[src/rtl/hamming_enc_arbiter_pkg.sv]
// Shared constants for the round-robin (7,4) Hamming encoder arbiter.
// State encodings are plain constants so older netlists keep their binary codes.
package hamming_enc_arbiter_pkg;

    localparam int CW_W   = 7;
    localparam int NIB_W  = 4;
    localparam int BYTE_W = 8;

    localparam logic [1:0] IDLE = 2'd0;
    localparam logic [1:0] LOW  = 2'd1;
    localparam logic [1:0] HIGH = 2'd2;

endpackage

[src/rtl/hamming_enc_arbiter_encoder.sv]
// Combinational (7,4) Hamming encoder: data bits at 2,4,5,6, parity at 0,1,3.
module hamming_enc_arbiter_encoder
    import hamming_enc_arbiter_pkg::*;
(
    input  logic [NIB_W-1:0] nibble,
    output logic [CW_W-1:0]  codeword
);

    assign codeword[0] = nibble[0] ^ nibble[1] ^ nibble[3];
    assign codeword[1] = nibble[0] ^ nibble[2] ^ nibble[3];
    assign codeword[2] = nibble[0];
    assign codeword[3] = nibble[1] ^ nibble[2] ^ nibble[3];
    assign codeword[4] = nibble[1];
    assign codeword[5] = nibble[2];
    assign codeword[6] = nibble[3];

endmodule

[src/rtl/hamming_enc_arbiter.sv]
// Round-robin arbiter feeding one shared Hamming encoder; each granted byte
// leaves as two tagged codewords, low nibble first.
module hamming_enc_arbiter
    import hamming_enc_arbiter_pkg::*;
#(
    parameter  int NUM_REQ = 4,
    localparam int IDW     = $clog2(NUM_REQ)
) (
    input  logic                     clk,
    input  logic                     rst_n,
    input  logic [NUM_REQ-1:0]       req_valid,
    input  logic [NUM_REQ*8-1:0]     req_data,
    output logic [NUM_REQ-1:0]       req_ready,
    output logic                     cw_valid,
    output logic [CW_W-1:0]          cw_data,
    output logic [IDW-1:0]           cw_id,
    output logic                     cw_last,
    input  logic                     cw_ready,
    output logic                     busy
);

    logic [1:0]        state_reg, state_next;
    logic [BYTE_W-1:0] byte_reg;
    logic [IDW-1:0]    id_reg;
    logic [IDW-1:0]    rr_ptr_reg;
    logic [IDW-1:0]    grant_idx;
    logic [IDW-1:0]    search_idx;
    logic              any_valid;
    logic              accept;
    logic [NIB_W-1:0]  enc_nibble;
    logic [CW_W-1:0]   enc_codeword;
    logic [BYTE_W-1:0] req_bytes [NUM_REQ];

    genvar gi;
    generate
        for (gi = 0; gi < NUM_REQ; gi++) begin : g_req
            assign req_bytes[gi] = req_data[BYTE_W*gi +: BYTE_W];
            assign req_ready[gi] = accept && (grant_idx == IDW'(gi));
        end
    endgenerate

    // Walk from the farthest candidate to the nearest so the one just after
    // rr_ptr overwrites everything else and wins.
    always_comb begin
        grant_idx  = '0;
        any_valid  = 1'b0;
        search_idx = '0;
        for (int k = NUM_REQ; k >= 1; k--) begin
            search_idx = IDW'((int'(rr_ptr_reg) + k) % NUM_REQ);
            if (req_valid[search_idx]) begin
                grant_idx = search_idx;
                any_valid = 1'b1;
            end
        end
    end

    // rst_n gate keeps req_ready quiet while the block is held in reset.
    assign accept = rst_n && any_valid &&
                    ((state_reg == IDLE) || ((state_reg == HIGH) && cw_ready));

    always_comb begin
        state_next = state_reg;
        case (state_reg)
            IDLE:    if (accept) state_next = LOW;
            LOW:     if (cw_ready) state_next = HIGH;
            HIGH:    if (cw_ready) state_next = accept ? LOW : IDLE;
            default: state_next = IDLE;
        endcase
    end

    always_ff @(posedge clk or negedge rst_n) begin
        if (!rst_n) begin
            state_reg  <= IDLE;
            byte_reg   <= '0;
            id_reg     <= '0;
            rr_ptr_reg <= IDW'(NUM_REQ - 1);
        end else begin
            state_reg <= state_next;
            if (accept) begin
                byte_reg   <= req_bytes[grant_idx];
                id_reg     <= grant_idx;
                rr_ptr_reg <= grant_idx;
            end
        end
    end

    assign enc_nibble = (state_reg == HIGH) ? byte_reg[7:4] : byte_reg[3:0];

    hamming_enc_arbiter_encoder u_encoder (
        .nibble   (enc_nibble),
        .codeword (enc_codeword)
    );

    assign cw_valid = (state_reg != IDLE);
    assign busy     = (state_reg != IDLE);
    assign cw_data  = cw_valid ? enc_codeword : '0;
    assign cw_id    = cw_valid ? id_reg : '0;
    assign cw_last  = (state_reg == HIGH);

endmodule
[config.mk]
export PLATFORM = sky130hd
export DESIGN_NAME = hamming_enc_arbiter
export DESIGN_NICKNAME = d
export VERILOG_FILES = /design/src/rtl/hamming_enc_arbiter_pkg.sv /design/src/rtl/hamming_enc_arbiter_encoder.sv /design/src/rtl/hamming_enc_arbiter.sv
export SDC_FILE = /design/constraint.sdc
export NUM_CORES = 1
export LEC_CHECK = 0
export CORE_MARGIN = 2
export CORE_UTILIZATION = 41
export DETAILED_ROUTE_END_ITERATION = 8
export MAX_ROUTING_LAYER = met4
export PLACE_DENSITY = 0.88
export SYNTH_ARGS = -nofsm -noshare
export SYNTH_HDL_FRONTEND = slang
export SYNTH_SLANG_ARGS = --single-unit
[constraint.sdc]
create_clock -name clk -period 2.3 [get_ports clk]
set_input_delay 0.46 -clock clk [delete_from_list [all_inputs] [get_ports clk]]
set_output_delay 0.46 -clock clk [all_outputs]
set_load 0.01 [all_outputs]
==> flow_summary.yaml <==
status:
  status: "completed"
clock_network:
  htreeDepth: 1
  cts_sinks: 14
  cts_buffers: 3
  clk_pin_slew_ns: 0.10
  clk_path_buf_depth: 2
  cts_root_buf: "clkbuf_4"
  tritoncts: "done"
  insertion_delay_ns: 0.30
route:
  drt_iter0_markers: 25
  highest_layer: "met4"
  vias_per_cell: 5.147
  wl_met2_mm: 1.757
  postRouteAntennaNets: 0
  wl_met3_um: 157
  wire_per_inst_um: 15.24
  first_pass_iters: 4
  vias: 1158
  drc: 0
  routed_wl_mm: 3.429
  drt-met1-wl_mm: 1.444
worst_setup_path:
  start_kind: "register"
  path_class: "reg2out"
  slowest_stage: "dfrtp_1"
  reg2reg_slack_ns: 0.39
  crit_fanout: 2
  worstSetupStartpoint: "state_reg[1]"
  r2r_start: "rr_ptr_reg[1]"
  critPathArrivalTime_ns: 1.83
  worst_r2r_endpoint: "byte_reg[5]"
  cpMostUsedCell: "buf_6"
  crit_end: "req_ready[1]"
  cp.required_ns: 1.84
  cp-end-kind: "primary output"
  cp_cell_sequence: "buf_6 > nor2b_4 > nor4b_4 > buf_4 > buf_6 > and2_4 > nor2b_4 > buf_6"
  r2r_cells: 8
  crit_path_max_incr_delay_ns: 0.42
floorplan:
  core_um2: 2710
  ioPinCount: 55
  die-area_um2: 3238
  die_y_um: 56.90
  rows: 19
  start_util_pct: 42.34
  die_w_um: 56.90
sta:
  slew_violations: 0
  finClkSkew_ns: 0.005812
  max_freq_ghz: 0.4363
  hold_violations: 0
  max_slew_margin_pct: 76.05
  period_needed_ns: 2.292
  grt_setup_unrepaired: "yes"
  period_share_pct: 99.65
  setup_viol: 0
  tightest_slew_ns: 0.3584
finish:
  area_delta_synth_final_pct: 72.63
  final_cells: 225
  layout.nets: 234
  drive_gt1_share_pct: 34.02
  antenna_cells: 0
  largest_reg_flops: 8
global_routing:
  grt_pass1_wl_mm: 5.395
  grt_use_total_pct: 22.32
  grt_pass1_vias: 1223
  grt_max_degree: 15
  antenna_found_initial: 0
  grt-ovfl-total: 0
placement:
  numPortBuffers: 54
  gp_congestion: 0.8942
  dp.cells: 212
  dp_hpwl_mm: 2.468
synthesis:
  postSynthAreaPerCell_um2: 9.977
  synth_cell_types: 30
  syn_nets: 154
  ys_warn_count: 0
  synth_area_um2: 1147
  yosysSeqAreaShare_pct: 30.75
  synthCells: 115
  synth_seq_cells: 14
power:
  power_density_nw_per_um2: 1258
  p_seq_share_pct: 20.1
  clkPwrFrac_pct: 7.6
  ir_worst_vdd_v: 0.001047
  comb_power_share_pct: 72.3
  p_leak_nw: 0.8737
  fin_total_pwr_mw: 2.491
  switchingPower_mw: 1.020
  swShare_pct: 40.93
  intPower_mw: 1.472
flow_run:
  maxCapViolCount: 0
min_path:
  hp-class: "in2async"
## power by group through the flow
stage / clock network [mW] / logic, mW / registers, mW
2_1_floorplan: 0 / 1.02 / 0.474
3_3_place_gp: 0 / 1.65 / 0.498
3_5_place_dp: 0 / 1.66 / 0.503
4_1_cts: 0.188 / 1.73 / 0.493
5_1_grt: 0.196 / 1.93 / 0.513
6_report: 0.190 / 1.80 / 0.501
## per-layer routing
layer / vias up / global-route usage (%)
li1: 569 / -
met1: 542 / 26.18
met2: 41 / 37.60
met3: 6 / 3.226
met4: 0 / 9.967
met5: - / -
## worst max-delay path, delay by kind of cell, from the launching register on
kind                   cells  cell delay (ns)
buffers and inverters      4             0.48
and+or+nand+nor            4             0.64
DFF                        1             0.42
## how the worst min path moves through the flow
stage / end / slack [ns] / cells after the start
after floorplan: byte_reg[0] / 0.16 / 0
after global placement: id_reg[0] / 0.49 / 2
after detailed placement: id_reg[0] / 0.49 / 2
after CTS: id_reg[0] / 0.51 / 2
after global routing: state_reg[1] / 0.20 / 2
final: state_reg[1] / 0.17 / 2
## what timing repair did
action,4_1_cts,5_1_grt
pin swaps,3,4
setup buffers,7,2
hold buffers,0,0
resized for setup,34,18
endpoints found under the setup margin,7,9
## through the flow
| step | util, % | setup slack [ns] | hold WS [ns] | cell area [um2] | TNS (ns) |
|---|---|---|---|---|---|
| CTS | 71.05 | -0.03757 | 0.5093 | 1926 | -0.03990 |
| global placement | 67.36 | -0.5173 | 0.4887 | 1826 | -1.969 |
| finish | 73.08 | 0.007991 | 0.1732 | 1981 | 0 |
| global route | 73.08 | -0.05476 | 0.1987 | 1981 | -0.1090 |
| detailed placement | 67.36 | -0.5552 | 0.4892 | 1826 | -2.270 |
| floorplan | - | 0.3260 | 0.1644 | 1147 | 0 |
## layout by cell type (no fill, tap or decap), types with 2 or more instances in the layout
cell type        instances
clkbuf_4                 3
o21ai_0                  2
nor2_1                  17
dfstp_2                  2
nand2_1                  2
clkdlybuf4s50_1         41
a221oi_2                 8
buf_2                    2
xor2_1                   2
clkbuf_2                 2
dfrtp_1                 11
nor2b_4                  5
clkdlybuf4s15_1          3
xnor2_1                  7
nand2b_1                 3
a22o_1                   6
mux2i_1                 18
inv_1                    4
a21oi_1                  3
buf_6                    5
buf_4                   26
a21oi_2                  2
dlygate4sd2_1            3
## synthesized netlist by cell type, drive strengths merged
cell	n	area, um2
a21oi	5	28.78
a221oi	8	120.1
a22o	6	52.55
and2	1	8.760
and3	1	6.260
buf	7	50.05
clkbuf	1	7.510
dfrtp	12	300.3
dfstp	2	52.55
inv	4	15.01
mux2i	19	190.2
nand2	3	11.26
nand2b	3	18.77
nor2	18	67.56
nor2b	7	53.80
nor3	1	10.01
nor3b	1	7.510
nor4	1	6.260
nor4b	1	23.77
o21ai	3	15.01
o21bai	1	7.510
o221ai	1	15.01
xnor2	7	61.31
xor2	2	17.52
## kinds of logic (layout without fill, tap and decap cells)
group | Yosys count | in the layout | share of synthesized area, %
AO/OA/AOI/OAI | 24 | 24 | 20.83
XOR/XNOR | 9 | 9 | 6.871
buffers and inverters | 12 | 91 | 6.325
flip-flops | 14 | 14 | 30.75
multiplexers | 19 | 19 | 16.58
AND/OR/NAND/NOR | 37 | 37 | 18.65
## cell type report
cell class / count / area [um2]
Sequential cell: 14 / 354.1
Fill cell: 188 / 729.5
Clock buffer: 4 / 36.28
Tap cell: 31 / 38.79
Multi-Input combinational cell: 89 / 785.8
Timing Repair Buffer: 83 / 750.7
Inverter: 4 / 15.01
(Power assumes the default switching activity.)
==> RTL edit: new RTL, same flow settings <==
Reset style: synchronous (`rst_n`), changed in one clocked block.
--- a/src/rtl/hamming_enc_arbiter.sv
+++ b/src/rtl/hamming_enc_arbiter.sv
@@ -70,3 +70,3 @@
 
-    always_ff @(posedge clk or negedge rst_n) begin
+    always_ff @(posedge clk) begin
         if (!rst_n) begin
Behaviour: differs if rst_n is asserted again (counterexample within 4 cycles, from zero or initial values and one cycle with rst_n low); with rst_n held inactive, the same outputs for 10 cycles.
==> RTL edit against the original RTL <==
- cell area fell by 11%
- die area shrank 8.2%
- sequential cell count unchanged
- count of clock-buffer cells in the layout fell by 1
- worst setup slack better by 0.083 ns
- synthesized area fell by 8.8%
- wire length down 3.3%
- critical path type unchanged
Power is not compared: it rests on default switching activity, and its combinational part moved more than twofold at a synthesized area within 25%.
==> RTL edit: results (changes against the original RTL) <==
Power
  – Largest vdd supply drop: 0.386 mV
  – Psw: 308 uW
  – Power Dens Cells: 505 nW/um2

Logic synthesis
  – Yosys warns: 0 (unchanged)
  – Post-synthesis mux area share: 17.2% (+0.65 points)
  – Compound-Gate Fraction of Synth Area: 20.1% (-0.73 points)
  – Syn nets: 164 (+6.5%)
  – Top post-synthesis cells by count: 18 x mux2i_1, 14 x dfxtp_1, 11 x nand2_1
  – Post-Synth Adder-Cell Area: 0% (unchanged)
  – Async SR Flop Fraction: 0% (-100 points)
  – Xor/xnor cell area share of the yosys netlist: 7.54% (+0.67 points)
  – Post-Syn Area per Cell: 8.37 um2 (-16%)
  – Area contributors post-synth: dfxtp_1 27%, mux2i_1 17%, o221ai_1 6.7%
  – Ys flop type: dfxtp_1
  – Netlist cell types: 32 (+6.7%)
  – Sequential-to-total area share from yosys stat: 26.8% (-4.0 points)

Setup path
  – Crit path DAT: 1.75 ns (-0.08 ns)
  – CP max FO: 7 (+5)

Detailed routing
  – Routed met3 length: 158 um (+0.64%)
  – M1 wire length: 1.29 mm (-11%)
  – DR WL/cell: 14.7 um (-3.3%)
  – DR top layer: met4
  – Met2 WL post-DR: 1.80 mm (+2.5%)
  – 1st-iter DRT viols: 34 (+36%)
  – Vias per cell: 5.45 (+6.0%)

Place
  – Placed cells: 220 (+3.8%)
  – RD Place Congestion: 0.857 (-4.2%)
  – Placed Instance Area: 1700 um2 (-6.7%)
  – Pre-CTS setup slack: -0.583 ns (-0.0280 ns)
  – HPWL after DPL: 2.51 mm (+1.6%)
  – Port bufs: 54 (unchanged)

STA
  – Worst-Margin Slew: 0.468 ns (+0.110 ns)
  – Final Skew: 0.00130 ns (-0.00451 ns)

Finish
  – Fin nets: 236 (+0.85%)
  – Max reg flops: 8 (unchanged)
  – Antenna Diode Count: 0 (unchanged)
  – Share of cells above drive strength 1: 22.1% (-12 points)

GRT
  – GRT Util Overall: 25.2% (+2.9 points)
  – Grt met2 use: 47.0% (+9.4 points)
  – Initial antenna violation count: 0 (unchanged)
  – Met3 Use GR: 2.73% (-0.49 points)
  – Vias in the first global route: 1,169 (-4.4%)
  – First-pass GRT wire length: 5.13 mm (-4.9%)
  – Routing usage on met1: 25.8% (-0.35 points)
  – Pin count of the biggest net entering global routing: 14 (-1)

Min path
  – Hold Crit Class: reg2reg

Clock network
  – Clock-pin transition on the worst setup and hold timing paths: 0.08 ns (-0.02 ns)
  – Later-pin clock latency in the skew report: 0.27 ns (-0.03 ns)

Run status
  – Status: complete, no violations
## RTL edit: path summary, 6_finish.rpt
path | cells after the start | slack [ns] | end | start
min reg2reg | 2 | 0.45 | id_reg[1] | id_reg[1]
min | 2 | 0.45 | id_reg[1] | id_reg[1]
max | 5 | 0.09 | cw_data[4] | state_reg[0]
max reg2reg | 7 | 0.52 | byte_reg[4] | rr_ptr_reg[1]
## RTL edit: timing repair
item                                    4_1_cts  5_1_grt
pin swaps                                     4        3
resized for setup                            32       10
endpoints found under the setup margin        8        5
hold buffers                                  0        0
buffers inserted                              2        0
## RTL edit: layout make-up
class	count	area, um2
Sequential cell	14	287
Inverter	4	15.0
Timing Repair Buffer	75	668
Multi-Input combinational cell	99	729
Clock buffer	3	22.5
Fill cell	194	696
Tap cell	30	37.5
## RTL edit: worst max-delay path, stage by stage (launching register included)
cell and delay (ns):
dfxtp_4 0.39, nor2b_4 0.14, buf_4 0.18, buf_4 0.13
a22o_1 0.11, clkdlybuf4s50_1 0.53
